--- src/rtl/icache_pkg.sv ---
// icache_pkg: shared configuration for the instruction-cache refill path.
//   Geometry   : ASSOC, ADDR_W, INDEX_W, BEAT_W, LINE_BEATS and the derived
//                OFFSET_W / TAG_W / WAY_W / BEAT_CNT_W / LINE_W.
//   Types      : refill_state_e (refill FSM), icache_fill_t (fill-port bundle).
//   Helper     : line_align() clears the byte-offset bits of an address.
package icache_pkg;

    localparam int ASSOC      = 4;
    localparam int ADDR_W     = 32;
    localparam int INDEX_W    = 6;
    localparam int BEAT_W     = 32;
    localparam int LINE_BEATS = 8;

    localparam int WAY_W      = $clog2(ASSOC);
    localparam int BEAT_CNT_W = $clog2(LINE_BEATS);
    localparam int LINE_W     = LINE_BEATS * BEAT_W;
    localparam int OFFSET_W   = $clog2(LINE_W / 8);
    localparam int TAG_W      = ADDR_W - INDEX_W - OFFSET_W;
    localparam int LADDR_W    = ADDR_W - OFFSET_W;

    typedef enum logic [2:0] {
        ST_IDLE,
        ST_REQ,
        ST_FILL,
        ST_DRAIN,
        ST_WRITE
    } refill_state_e;

    typedef struct packed {
        logic [WAY_W-1:0]   way;
        logic [INDEX_W-1:0] index;
        logic [TAG_W-1:0]   tag;
        logic [LINE_W-1:0]  data;
    } icache_fill_t;

    function automatic logic [ADDR_W-1:0] line_align(input logic [LADDR_W-1:0] laddr);
        return {laddr, {OFFSET_W{1'b0}}};
    endfunction

endpackage

--- src/rtl/icache_fill_buffer.sv ---
// icache_fill_buffer: beat counter and line assembly register for a refill.
//   i_clk, i_rst    : clock, asynchronous active-high reset
//   i_clear         : restart the beat counter at 0 (new request accepted)
//   i_beat_valid    : a response beat is present and must be counted
//   i_store         : write the counted beat into the line (low while draining)
//   i_beat_data     : beat payload
//   o_last          : the beat presented this cycle is the final beat of the line
//   o_line          : assembled line, beat 0 in the least significant bits
module icache_fill_buffer
    import icache_pkg::*;
#(
    parameter int BW = BEAT_W,
    parameter int NB = LINE_BEATS
) (
    input  logic             i_clk,
    input  logic             i_rst,
    input  logic             i_clear,
    input  logic             i_beat_valid,
    input  logic             i_store,
    input  logic [BW-1:0]    i_beat_data,
    output logic             o_last,
    output logic [NB*BW-1:0] o_line
);

    localparam int CW = $clog2(NB);
    localparam logic [CW-1:0] LAST = CW'(NB - 1);

    logic [CW-1:0]          cnt_q, cnt_d;
    logic [NB-1:0][BW-1:0]  line_q;

    // Counter is log2(NB) bits so it wraps to 0 on its own after the last beat.
    always_comb begin
        cnt_d = cnt_q;
        if (i_clear)
            cnt_d = '0;
        else if (i_beat_valid)
            cnt_d = cnt_q + 1'b1;
    end

    always_ff @(posedge i_clk or posedge i_rst) begin
        if (i_rst)
            cnt_q <= '0;
        else
            cnt_q <= cnt_d;
    end

    for (genvar g = 0; g < NB; g++) begin : g_beat
        always_ff @(posedge i_clk or posedge i_rst) begin
            if (i_rst)
                line_q[g] <= '0;
            else if (i_store && i_beat_valid && (cnt_q == CW'(g)))
                line_q[g] <= i_beat_data;
        end
    end

    assign o_last = i_beat_valid && (cnt_q == LAST);
    assign o_line = line_q;

endmodule

--- src/rtl/icache_refill_ctrl.sv ---
// icache_refill_ctrl: single-outstanding I-cache miss handler and refill sequencer.
//   Miss side  : i_miss_valid/i_miss_addr/o_miss_ready, i_abort (fetch redirect)
//   Memory req : o_mem_req_valid/o_mem_req_addr (line aligned)/i_mem_req_ready
//   Memory resp: i_mem_resp_valid/i_mem_resp_data, LINE_BEATS beats ascending
//   Fill port  : o_fill_we (one-cycle strobe), o_fill_way/index/tag/data
//   Status     : o_busy, high in every state except IDLE
// All outputs come straight from registers.
module icache_refill_ctrl
    import icache_pkg::*;
(
    input  logic               i_clk,
    input  logic               i_rst,
    input  logic               i_miss_valid,
    input  logic [ADDR_W-1:0]  i_miss_addr,
    output logic               o_miss_ready,
    input  logic               i_abort,
    output logic               o_mem_req_valid,
    output logic [ADDR_W-1:0]  o_mem_req_addr,
    input  logic               i_mem_req_ready,
    input  logic               i_mem_resp_valid,
    input  logic [BEAT_W-1:0]  i_mem_resp_data,
    output logic               o_fill_we,
    output logic [WAY_W-1:0]   o_fill_way,
    output logic [INDEX_W-1:0] o_fill_index,
    output logic [TAG_W-1:0]   o_fill_tag,
    output logic [LINE_W-1:0]  o_fill_data,
    output logic               o_busy
);

    refill_state_e       state_q;
    logic [LADDR_W-1:0]  laddr_q;
    logic [WAY_W-1:0]    victim_q;
    logic                miss_ready_q;
    logic                req_valid_q;
    logic                fill_we_q;
    logic                busy_q;

    logic                buf_clear;
    logic                buf_valid;
    logic                buf_store;
    logic                beat_last;
    logic [LINE_W-1:0]   line;
    icache_fill_t        fill;

    // Byte-offset bits of the miss address never matter: the line is refilled whole.
    logic                unused_offset;
    assign unused_offset = ^i_miss_addr[OFFSET_W-1:0];

    // Beats are counted in FILL and DRAIN but only kept in FILL.
    assign buf_clear = (state_q == ST_REQ) && i_mem_req_ready;
    assign buf_valid = i_mem_resp_valid && ((state_q == ST_FILL) || (state_q == ST_DRAIN));
    assign buf_store = (state_q == ST_FILL);

    icache_fill_buffer u_buf (
        .i_clk        (i_clk),
        .i_rst        (i_rst),
        .i_clear      (buf_clear),
        .i_beat_valid (buf_valid),
        .i_store      (buf_store),
        .i_beat_data  (i_mem_resp_data),
        .o_last       (beat_last),
        .o_line       (line)
    );

    always_ff @(posedge i_clk or posedge i_rst) begin
        if (i_rst) begin
            state_q      <= ST_IDLE;
            laddr_q      <= '0;
            victim_q     <= '0;
            miss_ready_q <= 1'b1;
            req_valid_q  <= 1'b0;
            fill_we_q    <= 1'b0;
            busy_q       <= 1'b0;
        end else begin
            fill_we_q <= 1'b0;
            unique case (state_q)
                ST_IDLE: begin
                    // A redirect in the same cycle kills the miss before it is latched.
                    if (i_miss_valid && !i_abort) begin
                        laddr_q      <= i_miss_addr[ADDR_W-1:OFFSET_W];
                        state_q      <= ST_REQ;
                        miss_ready_q <= 1'b0;
                        req_valid_q  <= 1'b1;
                        busy_q       <= 1'b1;
                    end
                end
                ST_REQ: begin
                    if (i_mem_req_ready) begin
                        // Once the request is out, its beats must be absorbed even if aborted.
                        req_valid_q <= 1'b0;
                        state_q     <= i_abort ? ST_DRAIN : ST_FILL;
                    end else if (i_abort) begin
                        req_valid_q  <= 1'b0;
                        miss_ready_q <= 1'b1;
                        busy_q       <= 1'b0;
                        state_q      <= ST_IDLE;
                    end
                end
                ST_FILL: begin
                    if (beat_last) begin
                        // Abort on the final beat: nothing left to drain, drop the line.
                        if (i_abort) begin
                            miss_ready_q <= 1'b1;
                            busy_q       <= 1'b0;
                            state_q      <= ST_IDLE;
                        end else begin
                            fill_we_q <= 1'b1;
                            state_q   <= ST_WRITE;
                        end
                    end else if (i_abort) begin
                        state_q <= ST_DRAIN;
                    end
                end
                ST_DRAIN: begin
                    if (beat_last) begin
                        miss_ready_q <= 1'b1;
                        busy_q       <= 1'b0;
                        state_q      <= ST_IDLE;
                    end
                end
                ST_WRITE: begin
                    victim_q     <= victim_q + 1'b1;
                    miss_ready_q <= 1'b1;
                    busy_q       <= 1'b0;
                    state_q      <= ST_IDLE;
                end
                default: begin
                    req_valid_q  <= 1'b0;
                    miss_ready_q <= 1'b1;
                    busy_q       <= 1'b0;
                    state_q      <= ST_IDLE;
                end
            endcase
        end
    end

    // Fill fields are all register outputs; they hold from the cycle after the
    // last beat through WRITE because nothing updates them in between.
    assign fill.way   = victim_q;
    assign fill.index = laddr_q[INDEX_W-1:0];
    assign fill.tag   = laddr_q[LADDR_W-1:INDEX_W];
    assign fill.data  = line;

    assign o_miss_ready    = miss_ready_q;
    assign o_mem_req_valid = req_valid_q;
    assign o_mem_req_addr  = line_align(laddr_q);
    assign o_fill_we       = fill_we_q;
    assign o_fill_way      = fill.way;
    assign o_fill_index    = fill.index;
    assign o_fill_tag      = fill.tag;
    assign o_fill_data     = fill.data;
    assign o_busy          = busy_q;

endmodule

--- config.mk ---
export PLATFORM = sky130hd
export DESIGN_NAME = icache_refill_ctrl
export DESIGN_NICKNAME = d
export VERILOG_FILES = /design/src/rtl/icache_pkg.sv /design/src/rtl/icache_fill_buffer.sv /design/src/rtl/icache_refill_ctrl.sv
export SDC_FILE = /design/constraint.sdc
export NUM_CORES = 1
export LEC_CHECK = 0
export CORE_ASPECT_RATIO = 0.5
export CORE_MARGIN = 4
export CORE_UTILIZATION = 49
export DETAILED_ROUTE_END_ITERATION = 10
export GPL_TIMING_DRIVEN = 0
export HOLD_SLACK_MARGIN = 0.1
export PLACE_DENSITY = 0.85
export SYNTH_ARGS = -nofsm -noshare
export SYNTH_HDL_FRONTEND = slang
export SYNTH_SLANG_ARGS = --single-unit
--- constraint.sdc ---
create_clock -name i_clk -period 14.65 [get_ports i_clk]
set_input_delay 2.1975 -clock i_clk [delete_from_list [all_inputs] [get_ports i_clk]]
set_output_delay 2.1975 -clock i_clk [all_outputs]
set_load 0.05 [all_outputs]
Word level (Yosys, flattened, before mapping)
Cells that the tools add are included.
Storage, ports and cells
  register bits after elaboration: 295
  input port bits: 70
  output and inout port bits: 321
  word-level logic and storage cells: 88
Operators by class
  add/subtract/negate cells: 2
  equal/unequal tests: 17
  mux-type cells: 29
  bitwise logic cells: 1
  reduce and logical (&&, ||, !) cells: 23
Operator list (number)
  2-to-1 mux 3 bit: 9
  2-to-1 mux 1 bit: 16
  equality test 3 bit (second input constant): 5
  logical AND 1 bit: 13
  equality test 3 x 2 -> 1 bit (second input constant): 4
  case mux 3 bit (4 select lines): 1
  != test 2 bit (second input constant): 4
  case mux 1 bit (4 select lines): 2
  AND reduction 4 bit: 2
  equality test 3 x 1 -> 1 bit (second input constant): 2
  logical NOT 3 bit: 2
  != test 3 bit (second input constant): 2
  adder 3 x 1 -> 3 bit (second input constant): 1
  case mux 1 bit (3 select lines): 1
  AND reduction 3 bit: 1
  OR reduction 3 bit: 1
  adder 2 x 1 -> 2 bit (second input constant): 1
  AND reduction 2 bit: 1
  nonzero test 2 bit: 1
  logical NOT 1 bit: 1
  logical OR 1 bit: 1
  NOT 1 bit: 1

Depth between registers and ports, before layout
Gate-level depths: netlist (run 1).
  depth in word-level cells: 6
  gate-level depth with buffers: 6
  gate-level depth less buffers: 5

Cells and area by module
From an unflattened synthesis (run 1), not the netlist that was laid out.
Second synthesis, totals
  cell total of the unflattened synthesis: 711
  area total of the unflattened synthesis: 11614.9 µm²
By module, submodules not included
  icache_fill_buffer: instances 1, cells an instance 566, area an instance 9743.1 µm², seq. area each 6481.2 µm²
  icache_refill_ctrl: instances 1, cells an instance 145, area an instance 1871.8 µm², seq. area each 902.1 µm²

Least setup slack after synthesis (run 1)
No wires, ideal clock.
  path kind: in2reg
  start: in i_mem_resp_valid
  end: reg u_buf.line_q, in the netlist u_buf.o_line[192]
  setup time: 0.125 ns
  arrival: 3.281 ns
  required time: 14.525 ns
  path slack: 11.244 ns
  stages: 5
  path buffers: 2
  cells stage by stage: and4bb_2 > and3_1 > clkbuf_1 > buf_4 > mux2_2
On the way
  word-level cells in the longest chain between the ends: 3
RTL lines
  from (decl): line icache_refill_ctrl.sv:20  | input logic i_mem_resp_valid,
  logical AND 1 bit: line icache_refill_ctrl.sv:51  | assign buf_valid = i_mem_resp_valid && ((state_q == ST_FILL) || (state_q == ST_DRAIN));
  logical AND 1 bit (2 in a row): line icache_fill_buffer.sv:51  | else if (i_store && i_beat_valid && (cnt_q == CW'(g)))
  to (signal, indexed assignment): line icache_fill_buffer.sv:52  | line_q[g] <= i_beat_data;
  to (decl): line icache_fill_buffer.sv:29  | logic [NB-1:0][BW-1:0] line_q;
No other way between the ends.
A chain may end at the register's enable or synchronous reset.

Worst setup path in the final report (run 1)
  start: reg miss_ready_q (netlist: o_miss_ready)
  end: out o_miss_ready
RTL lines
  from (decl): line icache_refill_ctrl.sv:33  | logic miss_ready_q;
  from (signal assigned): line icache_refill_ctrl.sv:70  | miss_ready_q <= 1'b1;
  from (signal assigned): line icache_refill_ctrl.sv:82  | miss_ready_q <= 1'b0;
  from (signal assigned): line icache_refill_ctrl.sv:94  | miss_ready_q <= 1'b1;
  to (decl): line icache_refill_ctrl.sv:15  | output logic o_miss_ready,
No word-level cell between the ends.

==> impl_metrics.tcl, run 1 <==
set metrics [dict create \
    diodes 0 \
    critPathArrivalTime_ps 1880 \
    final_layout_size_suffix_gt1_share_pct 34.33 \
    yosys.area.top_type_share_pct 64.19 \
    hold_class "register to register" \
    seq_area_sq_um 7383 \
    avgSynthCellArea_sq_um 16.35 \
    worstMarginPinSlew_ps 626.4 \
    rows 39 \
    dieArea_sq_um 26050 \
    clock.fmax_ghz 0.2451 \
    synth.top_cells.by_area "dfrtp_1, mux2_2, buf_4, mux2_1, buf_2" \
    ant_nets 0 \
    crit_required_ps 12450 \
    num_vias 7417 \
    cts_root_buffer "clkbuf_16" \
    cts_tree "yes" \
    min_period_over_period_pct 27.85 \
    wl_per_cell_um 22.49 \
    start_util_pct 50.08 \
    grt.overflow.total 0 \
    grt_util_met1_pct 30.72 \
    synth_seq_area_share_pct 64.42 \
    hold_buffers 0 \
    synth_warnings 0 \
    synthTopCellsByCount "dfrtp_1, mux2_2, buf_4, buf_2, mux2_1" \
    die-height_um 116.1 \
    synthCells 701 \
    synthFlopType "dfrtp_1" \
    ys_ff_latch 295 \
    slew_violations 0 \
    vias_per_cell 5.151 \
    min_period_ps 4080 \
    finalSetupViolations 0 \
    cts_resized 0 \
    drt_wl_total_um 32380 \
    yosys.cell_types.count 35 \
    yosysMostFrequentCell "dfrtp_1" \
    drc 0 \
    critPathKind "register to output port" \
    grt_pass1_vias 8063 \
    cp_max_fo 2 \
    port_buffers 379 \
    slew-limit-headroom_pct 58.24 \
    track_usage_pct 24.15 \
    yosysTopAreaCell "dfrtp_1" \
    synth_edf_count 0 \
    die_x_um 224.3 \
    cts.clk_slew.worst_paths_ps 60 \
    drtIter0Drc 379 \
    rsz0062_at_grt "false" \
    design.core.area_sq_um 22890 \
    hpwl_um 23300 \
    fin_skew_ps 10.65 \
    grt_pass1_wl_um 48760 \
    crit_buf_inv 1 \
    n_fill_cell 1469 \
    cts_buffers 27 \
    max_stage_delay_ps 820 \
    grt_use_met2_pct 43.53 \
    async_flop_share_pct 100.0 \
    worst_path_max_delay_cell "clkdlybuf4s50_1" \
    finalSetupTns_ps 0 \
    clock_path_buffers 3 \
    gp_congestion 0.8348 \
    path_cells "clkdlybuf4s50_1" \
    start_kind "register" \
    final_nets 1191 \
    hold_violations 0 \
    endpoint_kind "output port" \
    cts_setup_buffers 0 \
    status "finished, final reports clean" \
    cts_htree_levels 1 \
    grt_max_degree 108 \
    grt_use_met3_pct 4.897 \
    critPathTopFamily "buffers and inverters" \
    clk_latency_ps 530 \
    drt_first_pass_iters 4 \
    netlist_area_sq_um 11460 \
    grt_busiest_layer "met2" \
    drv_cap 0 \
    area_growth_pct 45.00 \
    ios 391 \
    cts_sinks 295 \
    multiInputGateArea_sq_um 3630 \
    antenna_found_initial 0 \
]
## final timing paths
| kind | from | end | slack [ps] | cells past startpoint |
|---|---|---|---|---|
| hold reg to reg | o_miss_ready$_DFFE_PP1P_ | o_miss_ready$_DFFE_PP1P_ | 480 | 2 |
| max in group asynchronous | i_rst | u_buf.o_line[179]$_DFFE_PP0P_ | 11550 | 3 |
| hold / removal | o_miss_ready$_DFFE_PP1P_ | o_miss_ready$_DFFE_PP1P_ | 480 | 2 |
| setup / recovery | o_miss_ready$_DFFE_PP1P_ | o_miss_ready | 10570 | 1 |
| setup reg to reg | u_buf.cnt_q[0]$_DFFE_PP0P_ | u_buf.o_line[19]$_DFFE_PP0P_ | 12510 | 6 |
| min in group asynchronous | i_rst | laddr_q[4]$_DFFE_PP0P_ | 2150 | 2 |
## cells in the final DEF, fill, tap and decap left out, drive strengths merged, types with 2 or more instances in the layout
cell           instances
clkbuf                40
bufinv                 3
ha                     6
clkinv                 6
a21o                   3
nor3                   4
nand2                  7
mux2                 283
dfrtp                294
a21oi                  3
clkdlybuf4s50        379
nor4                   2
buf                   63
xnor2                  4
nand3                  2
nor2                   7
conb                   5
inv                    6
and3                   2
## state kept, by name (all words and copies together) (netlist names)
register	cells
u_buf.o_line	256
o_fill_way	2
o_miss_ready	1
o_fill_we	1
state_q	3
o_mem_req_valid	1
laddr_q	27
o_busy	1
u_buf.cnt_q	3
## metrics by stage
stage               instances  util, %  hold slack [ps]  instance area, sq um  setup WS, ps
floorplan                 705        -            542.0                 11480          4307
global placement         1391    68.40            450.7                 15650          1228
detailed placement       1393    68.67            459.5                 15720         10340
CTS                      1440    72.61            475.1                 16620         10550
global route             1440    72.61            496.6                 16620         10540
finish                   1440    72.61            475.9                 16620         10570
## routing by layer
metal  vias to the layer above  part of all wire (%)  wire, um
li1                       3263                     -         -
met1                      3923                    40     12850
met2                       180                    53     17170
met3                        51                   4.7      1519
met4                         0                   2.6       847
met5                         -                     0         0
## cells by family (layout without fill, tap and decap cells)
logic type | Yosys count | after routing | share of synthesized area (%)
AO/OA/AOI/OAI | 12 | 12 | 0.7861
other | 1 | 5 | 0.03272
XOR/XNOR | 4 | 4 | 0.3056
AND/OR/NAND/NOR | 30 | 30 | 1.867
flip-flops | 295 | 295 | 64.42
buffers and inverters | 69 | 497 | 4.039
adder cells (fa/ha/maj) | 6 | 6 | 0.6550
multiplexers | 284 | 284 | 27.89
## cell type report
type	instances	share of cell area, %
buffer	64	2.673
clock inverter	10	0.7755
sequential	295	44.43
clock buffer	37	4.653
tap	307	2.311
inverter	5	0.1581
multi-input combinational	341	21.84
timing repair buffer	381	23.16
Power of run 1 is left out: the tool's default activity adds up to more than one toggle a clock period on the data nets, which glitch-free logic cannot reach.
==> run 2, diff against run 1 <==
- CORE_UTILIZATION: 49 -> 41
- PLACE_DENSITY: 0.85 -> 0.76
- clock period: 14.65 -> 3.6 ns (I/O delays scaled with it)
==> impl_metrics.tcl, run 2 (synthesized netlist as in run 1, its figures left out) <==
set metrics [dict create \
    min_period_ps 2456 \
    track_usage_pct 21.28 \
    ant_nets 0 \
    worstMarginPinSlew_ps 608.9 \
    grt_max_degree 45 \
    num_vias 7436 \
    worst_path_max_delay_cell "clkdlybuf4s50_1" \
    final_nets 1196 \
    cts_setup_buffers 0 \
    drt_wl_total_um 33520 \
    die-height_um 126.2 \
    status "finished, final reports clean" \
    hpwl_um 24850 \
    pre_cts_ws_ps 883.3 \
    critPathKind "register to output port" \
    start_util_pct 42.51 \
    slew_violations 0 \
    clock_path_buffers 3 \
    n_fill_cell 2030 \
    final_common_cell "clkdlybuf4s50_1" \
    grt_use_met3_pct 3.165 \
    clock.fmax_ghz 0.4072 \
    endpoint_kind "output port" \
    finalSetupTns_ps 0 \
    finalSetupViolations 0 \
    hold_buffers 0 \
    cts_resized 0 \
    critPathArrivalTime_ps 1920 \
    cts_sinks 295 \
    grt_pass1_vias 8044 \
    grt_util_met1_pct 26.13 \
    finalWorstSetupSlack_ps 1144 \
    gp_congestion 0.8004 \
    rows 42 \
    hold_violations 0 \
    cp_max_fo 2 \
    grt_busiest_layer "met2" \
    crit_buf_inv 1 \
    fin_skew_ps 16.76 \
    antenna_found_initial 0 \
    drt_first_pass_iters 4 \
    dieArea_sq_um 30860 \
    clk_latency_ps 550 \
    max_stage_delay_ps 830 \
    slew-limit-headroom_pct 59.28 \
    min_period_over_period_pct 68.21 \
    final_layout_size_suffix_gt1_share_pct 34.50 \
    vias_per_cell 4.915 \
    drtIter0Drc 321 \
    critPathTopFamily "buffers and inverters" \
    grt.overflow.total 0 \
    cts_tree "yes" \
    drv_cap 0 \
    start_kind "register" \
    drc 0 \
    die_x_um 244.4 \
    crit_required_ps 3060 \
    layout_common_cells "clkdlybuf4s50_1, dfrtp_1, mux2_2" \
    design.core.area_sq_um 26960 \
    path_cells "clkdlybuf4s50_1" \
    port_buffers 379 \
    largest_register_ffs 256 \
    wl_per_cell_um 22.16 \
    area_growth_pct 46.68 \
    cts_buffers 27 \
    cts_root_buffer "clkbuf_16" \
    diodes 0 \
    ios 391 \
    hold_class "primary input to asynchronous set/reset pin" \
    cts.clk_slew.worst_paths_ps 70 \
    grt_use_met2_pct 38.54 \
    rsz0062_at_grt "false" \
    grt_pass1_wl_um 50800 \
    cts_htree_levels 1 \
]
-- run 2: cell count changes in the layout (fill, tap and decap cells not counted), moves of 2 or more --
cell	previous run	this run
buf_12	0	7
buf_16	2	0
clkbuf_1	7	9
clkbuf_8	6	4
clkinv_2	6	4
clkinvlp_4	0	2
-- run 2: per-layer routing --
layer,share of wire [%],wire (um)
met4,4.1,1384
met2,54,17940
met3,2.9,975
met5,0,0
met1,39,13220
-- run 2: cell type report --
class | count | area, sq um | share of cell area [%]
inverter | 5 | 22.52 | 0.1340
sequential | 295 | 7383 | 43.92
clock buffer | 37 | 753.2 | 4.481
clock inverter | 11 | 176.4 | 1.049
multi-input combinational | 341 | 3630 | 21.59
buffer | 64 | 444.2 | 2.642
tap | 374 | 467.9 | 2.784
timing repair buffer | 386 | 3934 | 23.40
-- run 2: metrics by stage --
step                      instance area, sq um  hold slack [ps]  util, %  std cells
after floorplan                          11480            542.0        -        705
after global placement                   15740            453.4    58.39       1458
after detailed placement                 15880            470.7    58.91       1465
after CTS                                16810            375.3    62.36       1513
after global routing                     16810            403.7    62.36       1513
final                                    16810            392.0    62.36       1513
-- run 2: path summary, 6_finish.rpt --
check	endpoint	slack [ps]	start	depth (start not counted)
max	o_miss_ready	1140	o_miss_ready$_DFFE_PP1P_	1
min	u_buf.o_line[18]$_DFFE_PP0P_	390	i_rst	2
max reg2reg	u_buf.o_line[12]$_DFFE_PP0P_	1470	state_q[0]$_DFFE_PP0P_	5
min reg2reg	o_miss_ready$_DFFE_PP1P_	470	o_miss_ready$_DFFE_PP1P_	2
max in group asynchronous	u_buf.o_line[133]$_DFFE_PP0P_	1790	i_rst	6
min in group i_clk	state_q[2]$_DFFE_PP0P_	400	i_abort	2
Power of run 2 is left out for the same reason.
==> run 3, diff against run 2 <==
- clock period: 3.6 -> 2.17 ns (I/O delays scaled with it)
==> impl_metrics.tcl, run 3 (synthesized netlist as in run 1, its figures left out) <==
set metrics [dict create \
    status "finished, final reports clean" \
    track_usage_pct 21.27 \
    hpwl_um 24850 \
    design.core.area_sq_um 26960 \
    hold_slack_ps 177.0 \
    grt_pass1_vias 8043 \
    ios 391 \
    critPathKind "register to output port" \
    worst_path_max_delay_cell "clkdlybuf4s50_1" \
    fin_skew_ps 17.30 \
    die_x_um 244.4 \
    port_buffers 379 \
    n_fill_cell 2035 \
    critPathTopFamily "buffers and inverters" \
    die-height_um 126.2 \
    crit_required_ps 1840 \
    cts_root_buffer "clkbuf_16" \
    endpoint_kind "output port" \
    crit_buf_inv 1 \
    final_layout_size_suffix_gt1_share_pct 34.90 \
    multiInputGateArea_sq_um 3630 \
    r2r-start "state_q[0]$_DFFE_PP0P_" \
    finalWorstSetupSlack_ps 56.31 \
    rsz0062_at_grt "false" \
    antenna_found_initial 0 \
    wl_per_cell_um 22.15 \
    cp_max_fo 3 \
    design_area_sq_um 16860 \
    dieArea_sq_um 30860 \
    max_stage_delay_ps 850 \
    pre_cts_ws_ps -332.2 \
    grt_max_degree 45 \
    seq_area_sq_um 7383 \
    cts_htree_levels 1 \
    final_nets 1203 \
    grt_pass1_wl_um 50790 \
    slew_violations 0 \
    clock_path_buffers 3 \
    start_kind "register" \
    hold_violations 0 \
    slew-limit-headroom_pct 59.21 \
    cts_sinks 295 \
    ant_nets 0 \
    cts_buffers 27 \
    area_growth_pct 47.11 \
    drtIter0Drc 325 \
    start_util_pct 42.51 \
    drt_first_pass_iters 4 \
    hold_class "primary input to asynchronous set/reset pin" \
    clock.fmax_ghz 0.4731 \
    cts.clk_slew.worst_paths_ps 70 \
    min_period_over_period_pct 97.41 \
    layout_common_cells "clkdlybuf4s50_1, dfrtp_1, mux2_2" \
    largest_register_ffs 256 \
    diodes 0 \
    path_cells "clkdlybuf4s50_1" \
    drc 0 \
    finalSetupViolations 0 \
    drt_wl_total_um 33670 \
    vias_per_cell 4.920 \
    clk_latency_ps 550 \
    drv_cap 0 \
    worstMarginPinSlew_ps 610.0 \
    final_common_cell "clkdlybuf4s50_1" \
    critPathArrivalTime_ps 1790 \
    finalSetupTns_ps 0 \
    min_period_ps 2114 \
    cp-startpoint "laddr_q[7]$_DFFE_PP0P_" \
    num_vias 7478 \
    cts_tree "yes" \
    grt.overflow.total 0 \
    rows 42 \
    place_area_sq_um 15880 \
    gp_congestion 0.8004 \
]
run 3: worst reg2reg max path, cell delays in order (launching register included):
cell and delay (ps):
dfrtp_1 380, buf_6 140, or3b_4 430, nor3_4 300
buf_4 310, mux2_2 370
run 3: path summary, 6_finish.rpt:
path	end	slack, ps	cells past startpoint
setup / recovery	o_fill_tag[1]	60	1
max in group asynchronous	u_buf.o_line[133]$_DFFE_PP0P_	570	6
hold / removal	u_buf.o_line[18]$_DFFE_PP0P_	180	2
hold reg to reg	o_miss_ready$_DFFE_PP1P_	470	2
min in group i_clk	state_q[2]$_DFFE_PP0P_	190	2
setup reg to reg	u_buf.o_line[49]$_DFFE_PP0P_	110	5
run 3: layout make-up:
type / instances / area share [%]
inverters: 5 / 0.1336
well taps: 374 / 2.776
clock inverters: 11 / 1.046
repair buffers: 393 / 23.58
multi-input cells: 341 / 21.53
plain buffers: 64 / 2.679
flip-flops and latches: 295 / 43.79
clock buffers: 37 / 4.468
run 3: routing by layer:
metal	part of all wire, %	global-route usage (%)	up-vias
met3	3.5	3.165	72
li1	-	-	3283
met1	39	26.12	3948
met2	54	38.54	175
met5	0	0	-
met4	4.1	7.641	0
run 3: what timing repair did:
action                     CTS  global route
hold buffers                 0             0
setup endpoints to repair   23            55
buffers inserted             0             7
pin swaps                    0             4
resized for setup           23            10
run 3: per-stage QoR:
stage          instances  util (%)
6_report            1520     62.54
5_1_grt             1520     62.54
4_1_cts             1513     62.25
3_5_place_dp        1465     58.91
3_3_place_gp        1458     58.39
2_1_floorplan        705         -
Power of run 3 is left out for the same reason.
